===== src/rtl/uart_tx_cts.sv =====
// rtl/uart_tx_cts.sv - UART transmitter with holding buffer; UART_TX_CTS_FLOW_EN gates frame start on cts_n
module uart_tx_cts #(
  parameter int DIV_W           = 16,
  parameter int CTS_SYNC_STAGES = 2
) (
  input  logic             clk,
  input  logic             reset,
  input  logic [7:0]       tx_data,
  input  logic             tx_valid,
  output logic             tx_ready,
  input  logic [DIV_W-1:0] baud_div,
  input  logic [1:0]       data_bits,
  input  logic             parity_en,
  input  logic             parity_even,
  input  logic             stop_bits,
  input  logic             cts_n,
  output logic             uart_tx,
  output logic             tx_busy
);

  typedef enum logic [2:0] {IDLE, START, DATA, PARITY, STOP1, STOP2} state_t;

  localparam logic [DIV_W-1:0] DIV_ONE = 1;

  state_t           state;
  logic             hold_full;
  logic [7:0]       hold_data;
  logic             cts_ok;
  logic [DIV_W-1:0] cnt;
  logic [DIV_W-1:0] div_r;
  logic [7:0]       shreg;
  logic [3:0]       bit_cnt;
  logic [3:0]       nbits_r;
  logic             par_en_r;
  logic             par_bit_r;
  logic             stop2_r;
  logic             tx_line;
  logic             busy_r;

  logic [DIV_W-1:0] div_eff;
  logic [7:0]       data_mask;
  logic             new_par;
  logic             bit_end;
  logic             last_stop;
  logic             load;

`ifdef UART_TX_CTS_FLOW_EN
  logic [CTS_SYNC_STAGES-1:0] cts_sync;

  // Bring the asynchronous cts_n into the clk domain; resets to "not clear"
  always_ff @(posedge clk or posedge reset) begin
    if (reset) cts_sync <= '1;
    else       cts_sync <= {cts_sync[CTS_SYNC_STAGES-2:0], cts_n};
  end

  assign cts_ok = ~cts_sync[CTS_SYNC_STAGES-1];
`else
  localparam int unused_sync_stages = CTS_SYNC_STAGES;
  logic unused_cts_n;
  assign unused_cts_n = cts_n;
  assign cts_ok       = 1'b1;
`endif

  // Frame-start decision, live config decode and bit-boundary detection
  always_comb begin
    div_eff   = (baud_div == '0) ? DIV_ONE : baud_div;
    data_mask = 8'hFF >> (2'd3 - data_bits);
    new_par   = parity_even ? ^(hold_data & data_mask) : ~(^(hold_data & data_mask));
    bit_end   = (cnt == '0);
    last_stop = bit_end && (((state == STOP1) && !stop2_r) || (state == STOP2));
    load      = hold_full && cts_ok && ((state == IDLE) || last_stop);
  end

  // One-entry holding buffer between the handshake and the shift register
  always_ff @(posedge clk or posedge reset) begin
    if (reset) begin
      hold_full <= 1'b0;
      hold_data <= 8'h00;
    end else if (load) begin
      hold_full <= 1'b0;
    end else if (tx_valid && !hold_full) begin
      hold_full <= 1'b1;
      hold_data <= tx_data;
    end
  end

  // Frame sequencer: latches config at frame start and walks start/data/parity/stop
  always_ff @(posedge clk or posedge reset) begin
    if (reset) begin
      state     <= IDLE;
      tx_line   <= 1'b1;
      busy_r    <= 1'b0;
      cnt       <= '0;
      div_r     <= DIV_ONE;
      shreg     <= 8'h00;
      bit_cnt   <= 4'd0;
      nbits_r   <= 4'd8;
      par_en_r  <= 1'b0;
      par_bit_r <= 1'b0;
      stop2_r   <= 1'b0;
    end else if (load) begin
      state     <= START;
      tx_line   <= 1'b0;
      busy_r    <= 1'b1;
      cnt       <= div_eff - DIV_ONE;
      div_r     <= div_eff;
      shreg     <= hold_data;
      bit_cnt   <= 4'd0;
      nbits_r   <= {2'b00, data_bits} + 4'd5;
      par_en_r  <= parity_en;
      par_bit_r <= new_par;
      stop2_r   <= stop_bits;
    end else if (state != IDLE) begin
      if (!bit_end) begin
        cnt <= cnt - DIV_ONE;
      end else begin
        cnt <= div_r - DIV_ONE;
        case (state)
          START: begin
            state   <= DATA;
            tx_line <= shreg[0];
            shreg   <= shreg >> 1;
            bit_cnt <= 4'd1;
          end
          DATA: begin
            if (bit_cnt == nbits_r) begin
              if (par_en_r) begin
                state   <= PARITY;
                tx_line <= par_bit_r;
              end else begin
                state   <= STOP1;
                tx_line <= 1'b1;
              end
            end else begin
              tx_line <= shreg[0];
              shreg   <= shreg >> 1;
              bit_cnt <= bit_cnt + 4'd1;
            end
          end
          PARITY: begin
            state   <= STOP1;
            tx_line <= 1'b1;
          end
          STOP1: begin
            tx_line <= 1'b1;
            if (stop2_r) begin
              state <= STOP2;
            end else begin
              state  <= IDLE;
              busy_r <= 1'b0;
            end
          end
          STOP2: begin
            state  <= IDLE;
            busy_r <= 1'b0;
          end
          default: begin
            state  <= IDLE;
            busy_r <= 1'b0;
          end
        endcase
      end
    end
  end

  assign tx_ready = ~hold_full;
  assign uart_tx  = tx_line;
  assign tx_busy  = busy_r;

endmodule


===== config.mk =====
export PLATFORM = sky130hd
export DESIGN_NAME = uart_tx_cts
export DESIGN_NICKNAME = d
export VERILOG_FILES = /design/src/rtl/uart_tx_cts.sv
export SDC_FILE = /design/constraint.sdc
export NUM_CORES = 1
export LEC_CHECK = 0
export BUFFER_PORTS_ARGS = -buffer_cell sky130_fd_sc_hd__buf_2
export CELL_PAD_IN_SITES_DETAIL_PLACEMENT = 0
export CELL_PAD_IN_SITES_GLOBAL_PLACEMENT = 1
export CORE_AREA = 2 2 95 97
export DETAILED_ROUTE_END_ITERATION = 10
export DIE_AREA = 0 0 97 99
export GPL_ROUTABILITY_DRIVEN = 0
export HOLD_SLACK_MARGIN = 0.05
export PLACE_DENSITY = 0.84
export SETUP_SLACK_MARGIN = 0.15
export SLEW_MARGIN = 15
export SYNTH_ARGS = -nofsm -noshare
export SYNTH_HDL_FRONTEND = slang
export SYNTH_SLANG_ARGS = --single-unit

===== constraint.sdc =====
create_clock -name clk -period 4.65 [get_ports clk]
set_input_delay 0.465 -clock clk [delete_from_list [all_inputs] [get_ports clk]]
set_output_delay 0.465 -clock clk [all_outputs]
set_load 0.1 [all_outputs]

==> metrics.yaml <==
cts_sinks: 65
vias_per_cell: 5.63
synthesis.nets: 472
slew_headroom: 0.438
synth_top_area_frac: 0.407
max-cap-violations: 0
clock_skew_ns: 0.0113
ant_nets: 0
pwr-share-clk: 0.184
ys_async_sr_fraction: 1.00
clock_path_buffers: 2
io_pins: 36
cts_hold_buf: 0
cp.required_ns: 4.91
setup_violations: 0
min_path_type: "in2reg"
fin_area_mm2: 0.00428
core_mm2: 0.00855
dieArea_mm2: 0.00960
yosysTopAreaCell: "dfrtp_1"
grt_pass1_wl_um: 15600
critPathLaunchType: "flop"
drc: 0
post-cts-setup-buffers: 0
finalPower_mw: 2.94
fmax_mhz: 267
min_from: "stop_bits"
synthTopCellsByArea: "dfrtp_1 (41%), nand2_1 (9.0%), o21ai_0 (5.3%), mux2i_1 (4.2%), xor2_1 (3.2%)"
hold_violations: 0
crit_type: "reg2reg"
first_pass_iters: 5
syn_area_mm2: 0.00381
cts_made_buffers: 9
yosysWarnings: 0
irDropWorstVdd_uv: 288
synthCells: 435
synth_area_per_cell_um2: 8.75
cp.arrival_ns: 4.00
synth_cell_types: 55
p_sw_mw: 1.24
post_cts_resized: 0
p_leak_nw: 1.89
status: "completed"
fin_crit_ns: 3.74
clk_latency_ns: 0.35
endpoint_kind: "flop"
yosysMostFrequentCell: "nand2_1"
synth_edf_count: 0
placed_cell_area_mm2: 0.00407
rsz0062_at_grt: "no"
h-tree-depth: 3
grt_pass1_vias: 3181
cts.clk_slew.worst_paths_ns: 0.07
final.setup.tns_ns: 0
initial_utilization: 0.445
yosys_most_used_dff: "dfrtp_1"
drive_above_1_share: 0.177
io_buffers: 34
r2r_slack_ns: 0.91
slew_violations: 0
synth_commonest_cells: "nand2_1 (91), dfrtp_1 (62), o21ai_0 (40), nor2_1 (29), a21oi_1 (22)"
wl_per_cell_um: 15.4
grt_overflow: 0
routed_wl_um: 8870
pwr-share-comb: 0.442
drt-initial-drc-count: 210
num_antenna_cells: 0
worstMarginPinSlew_ns: 0.843
fin_crit_sh: 0.804
p_int_mw: 1.70
vias: 3251
powerDensity_mw_per_mm2: 685
fp.dieW_um: 97
p_sw_frac: 0.422
ys_seq_area_frac: 0.428
clockRootBuffer: "clkbuf_8"
grt_max_degree: 66
areaGrowthSynthToFinish_pct: 12.5
antenna_found_initial: 0
chipHeight_um: 99
dp.final_hpwl_um: 6000
cts_tree: "yes"
worstSetupStartpoint: "state[1]"
track_usage: 0.199
seqPwrFrac: 0.374
nets: 501
yosys_register_bits: 65
rows: 34
fillers: 820
crit_fanout: 43
r2r_start: "state[1]"
## state kept, by name (all words and copies together) (netlist names)
register / count
par_bit_r: 1
div_r: 16
hold_data: 8
uart_tx: 1
shreg: 8
nbits_r: 4
bit_cnt: 4
tx_busy: 1
par_en_r: 1
stop2_r: 1
hold_full: 1
cnt: 16
state: 3
## area by class of cell
class	count	area [µm²]	area share
Clock buffer	13	149	0.0348
Multi-Input combinational cell	338	2050	0.478
Tap cell	108	135	0.0316
Timing Repair Buffer	41	223	0.0520
Inverter	9	33.8	0.00789
Clock inverter	3	65.1	0.0152
Sequential cell	65	1630	0.381
## power by group through the flow
stage | Sequential (mW) | Clock, mW | Combinational [mW]
after floorplan | 1.01 | 0 | 1.09
after global placement | 1.10 | 0 | 1.26
after detailed placement | 1.11 | 0 | 1.30
after CTS | 1.10 | 0.546 | 1.30
after global routing | 1.14 | 0.573 | 1.48
final | 1.10 | 0.539 | 1.30
## placed cells by master, fill, tap and decap left out, types with 3 or more instances in the layout
| cell type | count |
|---|---|
| a21oi_1 | 22 |
| a31o_2 | 5 |
| and3_1 | 5 |
| buf_2 | 34 |
| buf_4 | 7 |
| clkbuf_1 | 3 |
| clkbuf_8 | 10 |
| dfrtp_1 | 62 |
| dfstp_2 | 3 |
| ha_1 | 4 |
| inv_1 | 8 |
| mux2_2 | 9 |
| mux2i_1 | 16 |
| nand2_1 | 91 |
| nand2b_1 | 3 |
| nand3_1 | 4 |
| nand4_1 | 4 |
| nor2_1 | 29 |
| nor3_1 | 18 |
| nor4_1 | 6 |
| nor4_2 | 3 |
| o211ai_1 | 4 |
| o21ai_0 | 40 |
| o31ai_1 | 5 |
| or3_1 | 8 |
| xnor2_1 | 10 |
| xor2_1 | 14 |
## path summary, 6_finish.rpt
path / endpoint / cells after the start
max in group asynchronous: div_r[3] / 3
worst min-delay path: stop2_r / 3
worst max register to register: cnt[14] / 12
min in group asynchronous: shreg[4] / 3
worst max-delay path: cnt[14] / 12
worst min register to register: nbits_r[3] / 2
## cell families after synthesis
family                     share of synthesized area
muxes                                         0.0746
AOI/OAI and AO/OA                              0.160
xor gates and xnor gates                      0.0552
adders and majority gates                     0.0131
buffers and inverters                         0.0358
DFF                                            0.428
and+or+nand+nor                                0.233
## per-layer routing
metal,track usage,vias up,share of wire
li1,-,1592,-
met1,0.291,1562,0.49
met2,0.296,84,0.45
met3,0.0298,13,0.042
met4,0.0823,0,0.020
met5,0,-,0
## through the flow
stage	hold slack, ns	util	cells	setup WS, ns
after floorplan	0.446	-	435	1.19
after global placement	0.455	0.476	561	0.953
after detailed placement	0.457	0.476	561	0.950
after CTS	0.313	0.501	577	0.941
after global routing	0.335	0.501	577	0.571
final	0.322	0.501	577	0.910
## critical path: stages (launching register included)
cell and delay, ns:
dfrtp_1 0.63, inv_1 0.18, o2111a_1 0.26, a31oi_4 0.17, buf_4 0.46, nand2_1 0.13
nand2_1 0.10, ha_1 0.27, or3b_2 0.52, nor4_1 0.43, o211ai_1 0.17, xnor2_1 0.15
o21ai_0 0.15
(Power assumes the default switching activity.)
